$ cat src/rtl/e203_subsys_icb_mstr_pkg.sv
// rtl/e203_subsys_icb_mstr_pkg.sv - shared ICB widths and FSM encodings for the ICB initiator
package e203_subsys_icb_mstr_pkg;

  localparam int ICB_AW = 32;
  localparam int ICB_DW = 32;

  typedef logic [2:0] state_t;

  localparam logic [2:0] ST_IDLE  = 3'd0;
  localparam logic [2:0] ST_CMD   = 3'd1;
  localparam logic [2:0] ST_RSP   = 3'd2;
  localparam logic [2:0] ST_DONE  = 3'd3;
  localparam logic [2:0] ST_DRAIN = 3'd4;

endpackage

$ cat src/rtl/e203_subsys_icb_mstr_if.sv
// rtl/e203_subsys_icb_mstr_if.sv - ICB command/response channel bundle
interface e203_subsys_icb_mstr_if
  import e203_subsys_icb_mstr_pkg::*;
#(
  parameter int AW = ICB_AW,
  parameter int DW = ICB_DW
) ();

  logic            icb_cmd_valid;
  logic            icb_cmd_ready;
  logic [AW-1:0]   icb_cmd_addr;
  logic            icb_cmd_read;
  logic [DW-1:0]   icb_cmd_wdata;
  logic [DW/8-1:0] icb_cmd_wmask;
  logic            icb_rsp_valid;
  logic            icb_rsp_ready;
  logic            icb_rsp_err;
  logic [DW-1:0]   icb_rsp_rdata;

  modport master (
    output icb_cmd_valid, icb_cmd_addr, icb_cmd_read, icb_cmd_wdata, icb_cmd_wmask,
    output icb_rsp_ready,
    input  icb_cmd_ready, icb_rsp_valid, icb_rsp_err, icb_rsp_rdata
  );

  modport slave (
    input  icb_cmd_valid, icb_cmd_addr, icb_cmd_read, icb_cmd_wdata, icb_cmd_wmask,
    input  icb_rsp_ready,
    output icb_cmd_ready, icb_rsp_valid, icb_rsp_err, icb_rsp_rdata
  );

endinterface

$ cat src/rtl/e203_subsys_icb_mstr_dfflr.sv
// rtl/e203_subsys_icb_mstr_dfflr.sv - load-enable register cleared by async reset
module e203_subsys_icb_mstr_dfflr
  import e203_subsys_icb_mstr_pkg::*;
#(
  parameter int W = ICB_DW
) (
  input  logic         clk,
  input  logic         rst,
  input  logic         lden,
  input  logic [W-1:0] dnxt,
  output logic [W-1:0] qout
);

  always_ff @(posedge clk or posedge rst) begin
    if (rst) begin
      qout <= '0;
    end else if (lden) begin
      qout <= dnxt;
    end
  end

endmodule

$ cat src/rtl/e203_subsys_icb_mstr.sv
// rtl/e203_subsys_icb_mstr.sv - single-outstanding ICB initiator with response timeout
module e203_subsys_icb_mstr
  import e203_subsys_icb_mstr_pkg::*;
#(
  parameter int AW      = ICB_AW,
  parameter int DW      = ICB_DW,
  parameter int TMO_CYC = 1023,
  parameter int TMO_W   = 10
) (
  input  logic            clk,
  input  logic            rst,
  input  logic            req_valid,
  output logic            req_ready,
  input  logic [AW-1:0]   req_addr,
  input  logic            req_read,
  input  logic [DW-1:0]   req_wdata,
  input  logic [DW/8-1:0] req_wmask,
  output logic            done_valid,
  input  logic            done_ready,
  output logic [DW-1:0]   done_rdata,
  output logic            done_err,
  output logic            done_tmo,
  e203_subsys_icb_mstr_if.master icb
);

  localparam int MW    = DW / 8;
  localparam int CMD_W = AW + 1 + DW + MW;
  localparam int DON_W = DW + 2;
  localparam bit TMO_EN = (TMO_CYC != 0);
  localparam logic [TMO_W-1:0] TMO_LAST = TMO_W'(TMO_CYC - 1);

  state_t           state;
  state_t           state_nxt;
  logic [TMO_W-1:0] tmo_cnt;
  logic             owed;

  logic st_idle, st_cmd, st_rsp, st_done, st_drain;
  assign st_idle  = (state == ST_IDLE);
  assign st_cmd   = (state == ST_CMD);
  assign st_rsp   = (state == ST_RSP);
  assign st_done  = (state == ST_DONE);
  assign st_drain = (state == ST_DRAIN);

  logic req_hsk, cmd_hsk, tmo_fire, done_ld;
  assign req_hsk  = st_idle & req_valid;
  assign cmd_hsk  = st_cmd & icb.icb_cmd_ready;
  // A response arriving on the timeout cycle takes priority over the timeout.
  assign tmo_fire = TMO_EN & st_rsp & ~icb.icb_rsp_valid & (tmo_cnt == TMO_LAST);
  assign done_ld  = st_rsp & (icb.icb_rsp_valid | tmo_fire);

  logic [CMD_W-1:0] cmd_q;
  logic             cmd_read;

  e203_subsys_icb_mstr_dfflr #(.W(CMD_W)) u_cmd_reg (
    .clk  (clk),
    .rst  (rst),
    .lden (req_hsk),
    .dnxt ({req_addr, req_read, req_wdata, req_wmask}),
    .qout (cmd_q)
  );

  assign icb.icb_cmd_addr  = cmd_q[CMD_W-1 -: AW];
  assign cmd_read          = cmd_q[DW+MW];
  assign icb.icb_cmd_read  = cmd_read;
  assign icb.icb_cmd_wdata = cmd_q[MW +: DW];
  assign icb.icb_cmd_wmask = cmd_q[MW-1:0];

  logic [DW-1:0]    rdata_nxt;
  logic [DON_W-1:0] done_q;

  // Writes and timeouts report zero data so the agent never sees stale bus values.
  assign rdata_nxt = (icb.icb_rsp_valid & cmd_read) ? icb.icb_rsp_rdata : '0;

  e203_subsys_icb_mstr_dfflr #(.W(DON_W)) u_done_reg (
    .clk  (clk),
    .rst  (rst),
    .lden (done_ld),
    .dnxt ({rdata_nxt,
            (icb.icb_rsp_valid ? icb.icb_rsp_err : 1'b1),
            ~icb.icb_rsp_valid}),
    .qout (done_q)
  );

  assign done_rdata = done_q[DON_W-1 -: DW];
  assign done_err   = done_q[1];
  assign done_tmo   = done_q[0];

  assign req_ready         = st_idle;
  assign done_valid        = st_done;
  assign icb.icb_cmd_valid = st_cmd;
  assign icb.icb_rsp_ready = st_rsp | st_drain;

  always_comb begin
    state_nxt = state;
    case (state)
      ST_IDLE:  if (req_valid)             state_nxt = ST_CMD;
      ST_CMD:   if (icb.icb_cmd_ready)     state_nxt = ST_RSP;
      ST_RSP:   if (done_ld)               state_nxt = ST_DONE;
      ST_DONE:  if (done_ready)            state_nxt = owed ? ST_DRAIN : ST_IDLE;
      ST_DRAIN: if (icb.icb_rsp_valid)     state_nxt = ST_IDLE;
      default:                             state_nxt = ST_IDLE;
    endcase
  end

  always_ff @(posedge clk or posedge rst) begin
    if (rst) begin
      state   <= ST_IDLE;
      tmo_cnt <= '0;
      owed    <= 1'b0;
    end else begin
      state <= state_nxt;
      if (cmd_hsk) begin
        tmo_cnt <= '0;
      end else if (st_rsp) begin
        tmo_cnt <= tmo_cnt + TMO_W'(1);
      end
      // The timed-out response is still in flight; it must be swallowed before reuse.
      if (tmo_fire) begin
        owed <= 1'b1;
      end else if (st_drain & icb.icb_rsp_valid) begin
        owed <= 1'b0;
      end
    end
  end

endmodule

$ cat src/flat_wrapper.sv
// flat-port wrapper written by rule: the top's interface ports become plain ports
module e203_subsys_icb_mstr_flat import e203_subsys_icb_mstr_pkg::*;
#(
  parameter int AW      = ICB_AW,
  parameter int DW      = ICB_DW,
  parameter int TMO_CYC = 1023,
  parameter int TMO_W   = 10
)
  (clk, rst, req_valid, req_ready, req_addr, req_read, req_wdata, req_wmask, done_valid, done_ready, done_rdata, done_err, done_tmo, icb_icb_cmd_valid, icb_icb_cmd_addr, icb_icb_cmd_read, icb_icb_cmd_wdata, icb_icb_cmd_wmask, icb_icb_rsp_ready, icb_icb_cmd_ready, icb_icb_rsp_valid, icb_icb_rsp_err, icb_icb_rsp_rdata);
  e203_subsys_icb_mstr_if #(.AW(AW), .DW(DW)) icb_i ();
  input  logic clk;
  input  logic rst;
  input  logic req_valid;
  output logic req_ready;
  input  logic [AW-1:0] req_addr;
  input  logic req_read;
  input  logic [DW-1:0] req_wdata;
  input  logic [DW/8-1:0] req_wmask;
  output logic done_valid;
  input  logic done_ready;
  output logic [DW-1:0] done_rdata;
  output logic done_err;
  output logic done_tmo;
  output wire logic [$bits(icb_i.icb_cmd_valid)-1:0] icb_icb_cmd_valid;
  output wire logic [$bits(icb_i.icb_cmd_addr)-1:0] icb_icb_cmd_addr;
  output wire logic [$bits(icb_i.icb_cmd_read)-1:0] icb_icb_cmd_read;
  output wire logic [$bits(icb_i.icb_cmd_wdata)-1:0] icb_icb_cmd_wdata;
  output wire logic [$bits(icb_i.icb_cmd_wmask)-1:0] icb_icb_cmd_wmask;
  output wire logic [$bits(icb_i.icb_rsp_ready)-1:0] icb_icb_rsp_ready;
  input wire logic [$bits(icb_i.icb_cmd_ready)-1:0] icb_icb_cmd_ready;
  input wire logic [$bits(icb_i.icb_rsp_valid)-1:0] icb_icb_rsp_valid;
  input wire logic [$bits(icb_i.icb_rsp_err)-1:0] icb_icb_rsp_err;
  input wire logic [$bits(icb_i.icb_rsp_rdata)-1:0] icb_icb_rsp_rdata;
  assign icb_icb_cmd_valid = icb_i.icb_cmd_valid;
  assign icb_icb_cmd_addr = icb_i.icb_cmd_addr;
  assign icb_icb_cmd_read = icb_i.icb_cmd_read;
  assign icb_icb_cmd_wdata = icb_i.icb_cmd_wdata;
  assign icb_icb_cmd_wmask = icb_i.icb_cmd_wmask;
  assign icb_icb_rsp_ready = icb_i.icb_rsp_ready;
  assign icb_i.icb_cmd_ready = icb_icb_cmd_ready;
  assign icb_i.icb_rsp_valid = icb_icb_rsp_valid;
  assign icb_i.icb_rsp_err = icb_icb_rsp_err;
  assign icb_i.icb_rsp_rdata = icb_icb_rsp_rdata;
  e203_subsys_icb_mstr #(.AW(AW), .DW(DW), .TMO_CYC(TMO_CYC), .TMO_W(TMO_W)) u_core (.clk(clk), .rst(rst), .req_valid(req_valid), .req_ready(req_ready), .req_addr(req_addr), .req_read(req_read), .req_wdata(req_wdata), .req_wmask(req_wmask), .done_valid(done_valid), .done_ready(done_ready), .done_rdata(done_rdata), .done_err(done_err), .done_tmo(done_tmo), .icb(icb_i));
endmodule
$ cat config.mk
export PLATFORM = sky130hd
export DESIGN_NAME = e203_subsys_icb_mstr_flat
export DESIGN_NICKNAME = d
export VERILOG_FILES = /design/src/rtl/e203_subsys_icb_mstr_pkg.sv /design/src/rtl/e203_subsys_icb_mstr_if.sv /design/src/rtl/e203_subsys_icb_mstr_dfflr.sv /design/src/rtl/e203_subsys_icb_mstr.sv /design/src/flat_wrapper.sv
export SDC_FILE = /design/constraint.sdc
export NUM_CORES = 1
export LEC_CHECK = 0
export CORE_MARGIN = 3
export CORE_UTILIZATION = 46
export CTS_BUF_LIST = sky130_fd_sc_hd__clkbuf_8
export DETAILED_ROUTE_END_ITERATION = 10
export PLACE_DENSITY = 0.84
export SYNTH_ARGS = -nofsm -noshare
export SYNTH_HDL_FRONTEND = slang
export SYNTH_SLANG_ARGS = --single-unit
export TNS_END_PERCENT = 30
$ cat constraint.sdc
create_clock -name clk -period 5.98 [get_ports clk]
set_clock_uncertainty 0.1 [all_clocks]
set_input_delay 0.897 -clock clk [delete_from_list [all_inputs] [get_ports clk]]
set_output_delay 0.897 -clock clk [all_outputs]
set_load 0.02 [all_outputs]
**Word level (Yosys, flattened, before mapping)**

Index checks and enable logic that the tools add are counted.

- $add $sub $neg: 1
- $mul: 0
- Div/mod/pow operators: 0
- Magnitude comparators: 0
- Equality and inequality tests: 10
- Shift operators: 0
- Mux-type cells: 13
- Bitwise gates (word level): 10
- Reductions and logical operators: 4

Operator list:

| kind | count |
|---|---|
| two-way mux 32 bit | 1 |
| two-way mux 10 bit | 2 |
| two-way mux 3 bit | 6 |
| case mux 3 bit (5 select lines) | 1 |
| adder 10 x 1 -> 10 bit (second input constant) | 1 |
| == test 10 bit (second input constant) | 1 |
| != test 2 bit (second input constant) | 4 |
| bitwise AND 1 bit | 7 |
| == test 3 x 2 -> 1 bit (second input constant) | 2 |
| AND reduction 5 bit | 1 |
| nonzero test 2 bit | 2 |
| == test 3 x 1 -> 1 bit (second input constant) | 1 |
| == test 3 bit (second input constant) | 1 |
| logical NOT 3 bit | 1 |
| two-way mux 1 bit | 3 |
| != test 2 x 1 -> 1 bit (second input constant) | 1 |
| bitwise OR 1 bit | 2 |
| inverter 1 bit | 1 |

- Flip-flop bits (word level): 117
- Latch bits: 0
- Memory bits (writable): 0
- Memory bits (read-only): 0
- Input port bits: 108
- Output and inout port bits: 107
- Logic and storage cells: 43
- Memories: 0

**Longest topological paths before layout**

Gate-level depths: netlist of run 1.

- Depth in word-level cells: 7
- Gate-level depth with buffers: 7
- Depth with buffers taken out: 5

**Hierarchy**

From an unflattened synthesis of run 1, not the netlist that was laid out.

- Cells, all modules: 351
- Area total of the unflattened synthesis: 5093.6 um^2

Modules (own cells, without submodules):

| module | times used | cells an instance | area each (um^2) | sequential area each (um^2) |
|---|---|---|---|---|
| e203_subsys_icb_mstr_dfflr at u_core.u_cmd_reg | 1 | 147 | 2607.5 | 1726.7 |
| e203_subsys_icb_mstr_dfflr at u_core.u_done_reg | 1 | 73 | 1421.4 | 850.8 |
| e203_subsys_icb_mstr | 1 | 131 | 1064.8 | 350.3 |

**Least setup slack after synthesis of run 1**

No wires, ideal clock.

- Path kind: register -> register
- From: register u_core.state[1]
- To: register u_core.u_cmd_reg.qout[0]
- Library setup time: 0.125 ns
- Arrival time: 2.104 ns
- Data required time: 5.755 ns
- Slack: 3.651 ns
- Cell stages (with the launch flop): 7
- Buffers on the path: 3
- Period minus slack after synthesis: 2.329 ns
- Cells stage by stage: dfrtp_1 > nor3_1 > and2_1 > clkbuf_1 > buf_2 > buf_2 > mux2_2

- Word-level cells in the longest chain between the ends: 2

Ends and longest elaborated chain:

| what | RTL line | source |
|---|---|---|
| start, declared | e203_subsys_icb_mstr.sv:32 | `state_t state;` |
| start signal, assigned | e203_subsys_icb_mstr.sv:111 | `state <= state_nxt;` |
| logical NOT 3 bit | e203_subsys_icb_mstr.sv:38 | `assign st_idle = (state == ST_IDLE);` |
| via req_ready | flat_wrapper.sv:14 | `output logic req_ready;` |
| bitwise AND 1 bit | e203_subsys_icb_mstr.sv:45 | `assign req_hsk = st_idle & req_valid;` |
| end signal, assigned | e203_subsys_icb_mstr_dfflr.sv:18 | `qout <= dnxt;` |
| end, declared | e203_subsys_icb_mstr_dfflr.sv:11 | `output logic [W-1:0] qout` |

The timed path passes the listed nets, and every way through them passes these cells.
A chain may end at the register's enable or synchronous reset.

**Worst setup path after layout of run 1**

- From: register u_core.state[0]
- To: output port done_valid

- Word-level cells in the longest chain between the ends: 1

Ends and longest elaborated chain:

| what | RTL line | source |
|---|---|---|
| == test 3 x 2 -> 1 bit | e203_subsys_icb_mstr.sv:41 | `assign st_done = (state == ST_DONE);` |
| end, declared | flat_wrapper.sv:19 | `output logic done_valid;` |

No other way between the ends.

==> results of run 1 <==
-- per-stage QoR --
step / instances / power, mW / setup slack, ps / cell area (µm²)
2_1_floorplan: 318 / 2.357 / 1882 / 4622
3_3_place_gp: 640 / 3.274 / 3048 / 6828
3_5_place_dp: 640 / 3.329 / 2992 / 6828
4_1_cts: 672 / 4.110 / 2884 / 7251
5_1_grt: 672 / 4.282 / 2795 / 7251
6_report: 672 / 4.068 / 2945 / 7251
-- layer usage --
| metal | share of wire [%] | vias up | global-route usage [%] | wire (µm) |
|---|---|---|---|---|
| met5 | 0.097 | - | 0 | 13 |
| met4 | 1.5 | 2 | 7.216 | 199 |
| met3 | 12 | 16 | 13.24 | 1558 |
| met2 | 52 | 150 | 42.08 | 6923 |
| met1 | 35 | 1802 | 25.39 | 4682 |
| li1 | - | 1604 | - | - |
-- logic make-up (layout without fill, tap and decap cells) --
| family | Yosys count | after routing | synth area share [%] |
|---|---|---|---|
| AOI/OAI and AO/OA | 52 | 52 | 9.664 |
| xor gates and xnor gates | 2 | 2 | 0.3791 |
| adders and majority gates | 2 | 2 | 0.5413 |
| buffers and inverters | 29 | 254 | 3.005 |
| DFF | 117 | 117 | 63.35 |
| muxes | 73 | 73 | 17.70 |
| and+or+nand+nor | 43 | 43 | 5.361 |
-- synthesized netlist by cell type --
| library cell | instances |
|---|---|
| dfrtp_1 | 117 |
| mux2_2 | 70 |
| a32o_1 | 32 |
| nand2_1 | 10 |
| clkbuf_1 | 9 |
| a21oi_1 | 7 |
| buf_2 | 6 |
| inv_1 | 6 |
| buf_1 | 5 |
| nor2_1 | 5 |
| nand3_1 | 4 |
| nor3_1 | 4 |
| o21ai_0 | 4 |
| or4_1 | 4 |
| buf_6 | 3 |
| mux2i_1 | 3 |
| o31ai_1 | 3 |
| a211oi_1 | 2 |
| ha_1 | 2 |
| nand2b_1 | 2 |
| nor3b_1 | 2 |
| nor4_1 | 2 |
| xnor2_1 | 2 |
| a21boi_0 | 1 |
| a2bb2oi_1 | 1 |
| a31o_2 | 1 |
| and2_1 | 1 |
| and3_1 | 1 |
| and3b_1 | 1 |
| nand4_1 | 1 |
| nand4bb_1 | 1 |
| nor4b_1 | 1 |
| nor4bb_1 | 1 |
| o31a_1 | 1 |
| or3_1 | 1 |
| or3b_1 | 1 |
| or3b_2 | 1 |
-- layout by cell type, fill, tap and decap left out, types with 2 or more instances in the layout --
master	n
buf_4	2
bufinv_16	3
nor3_1	4
a21oi_1	7
a211oi_1	2
inv_1	9
ha_1	2
clkdlybuf4s50_1	214
nor4_1	2
mux2i_1	3
a32o_1	32
nand2b_1	2
o21ai_0	4
or4_1	4
nor2_1	5
dfrtp_1	117
clkinvlp_4	2
clkbuf_8	21
mux2_2	70
nand3_1	4
nor3b_1	2
nand2_1	10
xnor2_1	2
o31ai_1	3
-- path summary, 6_finish.rpt --
check | start | endpoint | slack, ps
max reg2reg | u_core.state[1]$_DFFE_PP0P_ | u_core.u_done_reg.qout[6]$_DFFE_PP0P_ | 3000
min in group asynchronous | rst | u_core.u_cmd_reg.qout[27]$_DFFE_PP0P_ | 950
min reg2reg | u_core.u_cmd_reg.qout[22]$_DFFE_PP0P_ | u_core.u_cmd_reg.qout[22]$_DFFE_PP0P_ | 410
min | u_core.u_cmd_reg.qout[22]$_DFFE_PP0P_ | u_core.u_cmd_reg.qout[22]$_DFFE_PP0P_ | 410
max in group asynchronous | rst | u_core.tmo_cnt[1]$_DFFE_PP0P_ | 3690
max | u_core.state[0]$_DFFE_PP0P_ | done_valid | 2940
-- final cells by class --
cell class | count | share of cell area [%]
Sequential cell | 117 | 40.38
Timing Repair Buffer | 216 | 29.75
Multi-Input combinational cell | 172 | 21.47
Clock buffer | 21 | 3.986
Tap cell | 129 | 2.226
Clock inverter | 11 | 1.846
Inverter | 6 | 0.3451
-- sequential cells by signal (all words and copies together), names as in the netlist --
name                    cells
u_core.owed                 1
u_core.state                3
u_core.tmo_cnt             10
u_core.u_cmd_reg.qout      69
u_core.u_done_reg.qout     34
-- power breakdown --
part	switching (mW)	internal [mW]
logic	0.911	1.02
clock network	0.305	0.452
registers	0.223	1.16
total	1.44	2.63
-- worst max-delay path, cell delays in order, from the launching register on --
cell,delay [ps]
dfrtp_1,530
inv_1,140
nor3b_1,290
clkdlybuf4s50_1,680
==> impl_metrics.csv, run 1 <==
group,metric,value,unit
global_routing,grt_max_degree,75,
placement,gp_routability_congestion,0.7596,
floorplanning,placement_rows,35,
worst_hold_path,hold_depth,1,
drt,antenna_left,0,
clocking,tritoncts_num_sinks,117,
critical_path,crit_path_max_fanout,12,
critical_path,critical_path_required,4980,ps
clocking,cts_max_level,4,
synth,synthesis.area_per_instance,14.53,µm²
layout,fin_nets,640,
floorplanning,dieArea,11290,µm²
layout,area_used_by_multi_input_combinational_logic,1556,µm²
placement,hpwlAfterDp,9676,µm
clocking,ctsHoldBuffers,0,
timing,timing_hold_violations_final,0,
floorplanning,ios,215,
synth,yosys.cell_types.count,37,
power,vdd_ir_drop_max,0.3193,mV
clocking,postCtsSetupRepairBufs,0,
drt,vias,3574,
critical_path,r2r_cells,3,
drt,dr.pass1.iters,6,
floorplanning,start_util,48.64,%
synth,synth_top_cells_by_area,"dfrtp_1 (63%), mux2_2 (17%), a32o_1 (6.9%)",
floorplanning,floorplan.core_area,9503,µm²
layout,antenna_cells,0,
layout,layout-area-overhead-vs-synth,56.88,%
drt,detailedRoute.firstIterationViolations,105,
synth,syn_area,4622,µm²
drt,drt-wirelength-per-cell,19.91,µm
critical_path,worst_ep_arrival_time,2040,ps
timing,slew_violations,0,
layout,finish.utilization,76.30,%
global_routing,grt_antenna_before_repair,1,
timing,hold-worst-slack,408.0,ps
critical_path,crit_path_end_kind,"primary output",
floorplanning,die_w,106.2,µm
synth,seq_total_area_yosys,63.35,%
clocking,worstSkewPairLatency,400,ps
drt,wl,13380,µm
timing,fmax,329.4,MHz
synth,synth-seq-cells,117,
synth,syn_nets,428,
synth,yosys_warnings,0,
global_routing,grt_first_pass_wirelength,21080,µm
timing,period_share,50.76,%
global_routing,track_usage,24.32,%
timing,maxSlewHeadroom,15.96,%
clocking,clock_path_buffers,2,
worst_hold_path,hold_class,"reg -> reg",
clocking,post_cts.resized_instances,0,
clocking,clk_root_buffer_cell,"clkbuf_8",
power,power_density,561.1,nW/µm²
clocking,clk_pin_slew_worst_paths,70,ps
drt,drt-vias-per-instance,5.318,
outcome,run_status,"finished, final reports clean",
global_routing,grt-ovfl-total,0,
timing,tightestPinTransition,1261,ps
critical_path,worst-setup-path-type,"reg -> out",
timing,period_needed,3035,ps
critical_path,timing.critical_path.from_type,"flop",
global_routing,vias_in_the_first_global_route,4032,
clocking,tritoncts_clock_tree,"built",
synth,syn_inst,318,
flow_run,cap_violations,0,
timing,setup_violations,0,
timing,totalNegativeSetupSlack,0,ps
synth,synthDominantAreaCellType,"dfrtp_1",
synth,synth_top_area_share,63.35,%
layout,filler_cell_count,599,
drt,drcViolationCount,0,
power,power.static_leakage,2.989,nW
layout,layout-drive-gt1-share,19.15,%
timing,grt_setup_unrepaired,"false",
clocking,cts-buffers-inserted,17,
floorplanning,chipHeight,106.2,µm
placement,port_buffers,214,
layout,area_taken_by_flip_flops_and_latches,2928,µm²
Power figures use the tool's default switching activity.
==> run 2, diff against run 1 <==
CORE_UTILIZATION = 43   (was 46)
PLACE_DENSITY = 0.79   (was 0.84)
clock period = 3 ns   (was 5.98 ns; I/O delays follow)
==> run 2 against run 1 <==
Net effect: combinational power up 99%; register-to-register slack worse by 2400 ps; worst setup slack worse by 2600 ps; clock power up 81%; utilization down 6.2 points; critical path type unchanged.
==> impl_metrics.csv, run 2 (synthesis gave the netlist of run 1 again) <==
group,metric,value,unit
power,vdd_ir_drop_max,0.7359,mV
layout,largest-register,"u_core.u_cmd_reg.qout",
clocking,postCtsSetupRepairBufs,0,
drt,drt-wirelength-per-cell,18.50,µm
timing,hold-worst-slack,241.4,ps
floorplanning,dieArea,12030,µm²
global_routing,grt_first_pass_wirelength,19110,µm
clocking,tritoncts_clock_tree,"built",
drt,antenna_left,0,
drt,detailedRoute.firstIterationViolations,143,
critical_path,crit_path_max_fanout,12,
floorplanning,start_util,44.57,%
clocking,clk_pin_slew_worst_paths,70,ps
critical_path,regToRegStartpoint,"u_core.state[1]$_DFFE_PP0P_",
drt,drt-vias-per-instance,5.267,
timing,setup_violations,0,
layout,fin_nets,644,
power,power_density,1095,nW/µm²
global_routing,grt-ovfl-total,0,
layout,layout-drive-gt1-share,19.52,%
critical_path,worst_ep_arrival_time,2110,ps
drt,vias,3576,
layout,layout_top_registers,"u_core.u_cmd_reg.qout: 69 flops, u_core.u_done_reg.qout: 34 flops, u_core.tmo_cnt: 10 flops",
floorplanning,placement_rows,37,
global_routing,vias_in_the_first_global_route,3832,
global_routing,grt_antenna_before_repair,0,
critical_path,cp_cell_sequence,"inv_1 > nor3b_1 > clkdlybuf4s50_1",
placement,port_buffers,214,
placement,hpwlAfterDp,8908,µm
flow_run,cap_violations,0,
power,power.static_leakage,2.990,nW
timing,timing_hold_violations_final,0,
layout,filler_cell_count,758,
layout,area_used_by_multi_input_combinational_logic,1556,µm²
clocking,tritoncts_num_sinks,117,
clocking,worstSkewPairLatency,420,ps
timing,period_needed,2657,ps
critical_path,critical_path.max_stage_delay,680,ps
drt,dr.pass1.iters,4,
layout,antenna_cells,0,
clocking,ctsHoldBuffers,0,
critical_path,r2r_cells,4,
layout,layout-area-overhead-vs-synth,57.17,%
timing,grt_setup_unrepaired,"false",
critical_path,worst-setup-path-type,"reg -> out",
timing,period_share,88.56,%
clocking,clk_root_buffer_cell,"clkbuf_8",
critical_path,slowest_cp_cell,"clkdlybuf4s50_1",
timing,totalNegativeSetupSlack,0,ps
drt,wl,12560,µm
clocking,clock_path_buffers,2,
timing,slew_violations,0,
layout,largest_reg_flops,69,
clocking,post_cts.resized_instances,0,
drt,drcViolationCount,0,
outcome,run_status,"finished, final reports clean",
global_routing,track_usage,21.29,%
global_routing,grt_max_degree,106,
clocking,cts_max_level,4,
critical_path,regToRegEndpoint,"u_core.u_done_reg.qout[17]$_DFFE_PP0P_",
floorplanning,chipHeight,109.7,µm
placement,gp_routability_congestion,0.7361,
floorplanning,floorplan.core_area,10370,µm²
timing,fmax,376.4,MHz
timing,maxSlewHeadroom,56.86,%
layout,final-instance-count-excl-fill,679,
critical_path,reg2reg_setup_slack,570,ps
worst_hold_path,hold_class,"in -> async",
placement,post-place-cells,651,
timing,tightestPinTransition,645.7,ps
clocking,cts-buffers-inserted,17,
layout,layout.cells.most_common_list,"clkdlybuf4s50_1 (214), dfrtp_1 (117), mux2_2 (70), a32o_1 (32), clkbuf_8 (21)",
layout,area_taken_by_flip_flops_and_latches,2928,µm²
critical_path,crit_path_end_kind,"primary output",
critical_path,capture_point_of_the_critical_path,"done_valid",
critical_path,worstSetupStartpoint,"u_core.state[0]$_DFFE_PP0P_",
layout,most_frequent_standard_cell_in_the_layout_excluding_fill_and_tap_cells,"clkdlybuf4s50_1",
critical_path,timing.critical_path.from_type,"flop",
critical_path,critical_path_required,2450,ps
floorplanning,ios,215,
floorplanning,die_w,109.7,µm
[run 2: area by class of cell]
class,instances,share of cell area [%]
clock buffer,21,3.979
clock inverter,7,1.137
inverter,6,0.3617
multi-input combinational,172,21.43
sequential,117,40.30
tap,136,2.342
timing repair buffer,220,30.45
[run 2: worst min-delay path by stage]
stage / start / to / slack, ps / depth (start not counted)
global placement: u_core.u_cmd_reg.qout[19]$_DFFE_PP0P_ / u_core.u_cmd_reg.qout[19]$_DFFE_PP0P_ / 390 / 1
finish: rst / u_core.u_cmd_reg.qout[49]$_DFFE_PP0P_ / 240 / 2
floorplan: u_core.owed$_DFFE_PP0P_ / u_core.owed$_DFFE_PP0P_ / 370 / 2
CTS: rst / u_core.u_cmd_reg.qout[45]$_DFFE_PP0P_ / 220 / 2
global route: rst / u_core.u_cmd_reg.qout[48]$_DFFE_PP0P_ / 220 / 2
detailed placement: u_core.u_cmd_reg.qout[37]$_DFFE_PP0P_ / u_core.u_cmd_reg.qout[37]$_DFFE_PP0P_ / 400 / 1
[run 2: routing by layer]
metal | wire length [µm] | track usage, % | vias up | share of wire [%]
met3 | 1547 | 12.51 | 18 | 12
met2 | 6306 | 34.48 | 164 | 50
met5 | 0 | 0 | - | 0
met1 | 4468 | 23.11 | 1772 | 36
li1 | - | - | 1622 | -
met4 | 242 | 7.747 | 0 | 1.9
[run 2: report_power, final]
group / total [mW] / leakage, nW / internal [mW] / switching (mW)
Combinational: 3.84 / 1.34 / 2.05 / 1.79
Clock: 1.37 / 0.202 / 0.798 / 0.576
Sequential: 2.74 / 1.45 / 2.31 / 0.430
[run 2: per-stage QoR]
step / setup slack (ps) / power (mW) / cell area [µm²] / util, %
2_1_floorplan: 671.1 / 4.699 / 4626 / -
3_5_place_dp: 577.4 / 6.627 / 6893 / 66.47
3_3_place_gp: 646.3 / 6.520 / 6893 / 66.47
4_1_cts: 315.9 / 8.042 / 7264 / 70.05
5_1_grt: 219.1 / 8.389 / 7264 / 70.05
6_report: 343.3 / 7.951 / 7264 / 70.05
[run 2: critical path: cells and delay by family, from the launching register on]
family	cells	cell delay [ps]
buf+inv	2	830
flops	1	530
simple gates	1	340
==> run 3, diff against run 2 <==
CAP_MARGIN = 20   (was unset)
==> results of run 3 <==
Same layout as run 2: the final DEF is identical, and so are final timing and power.
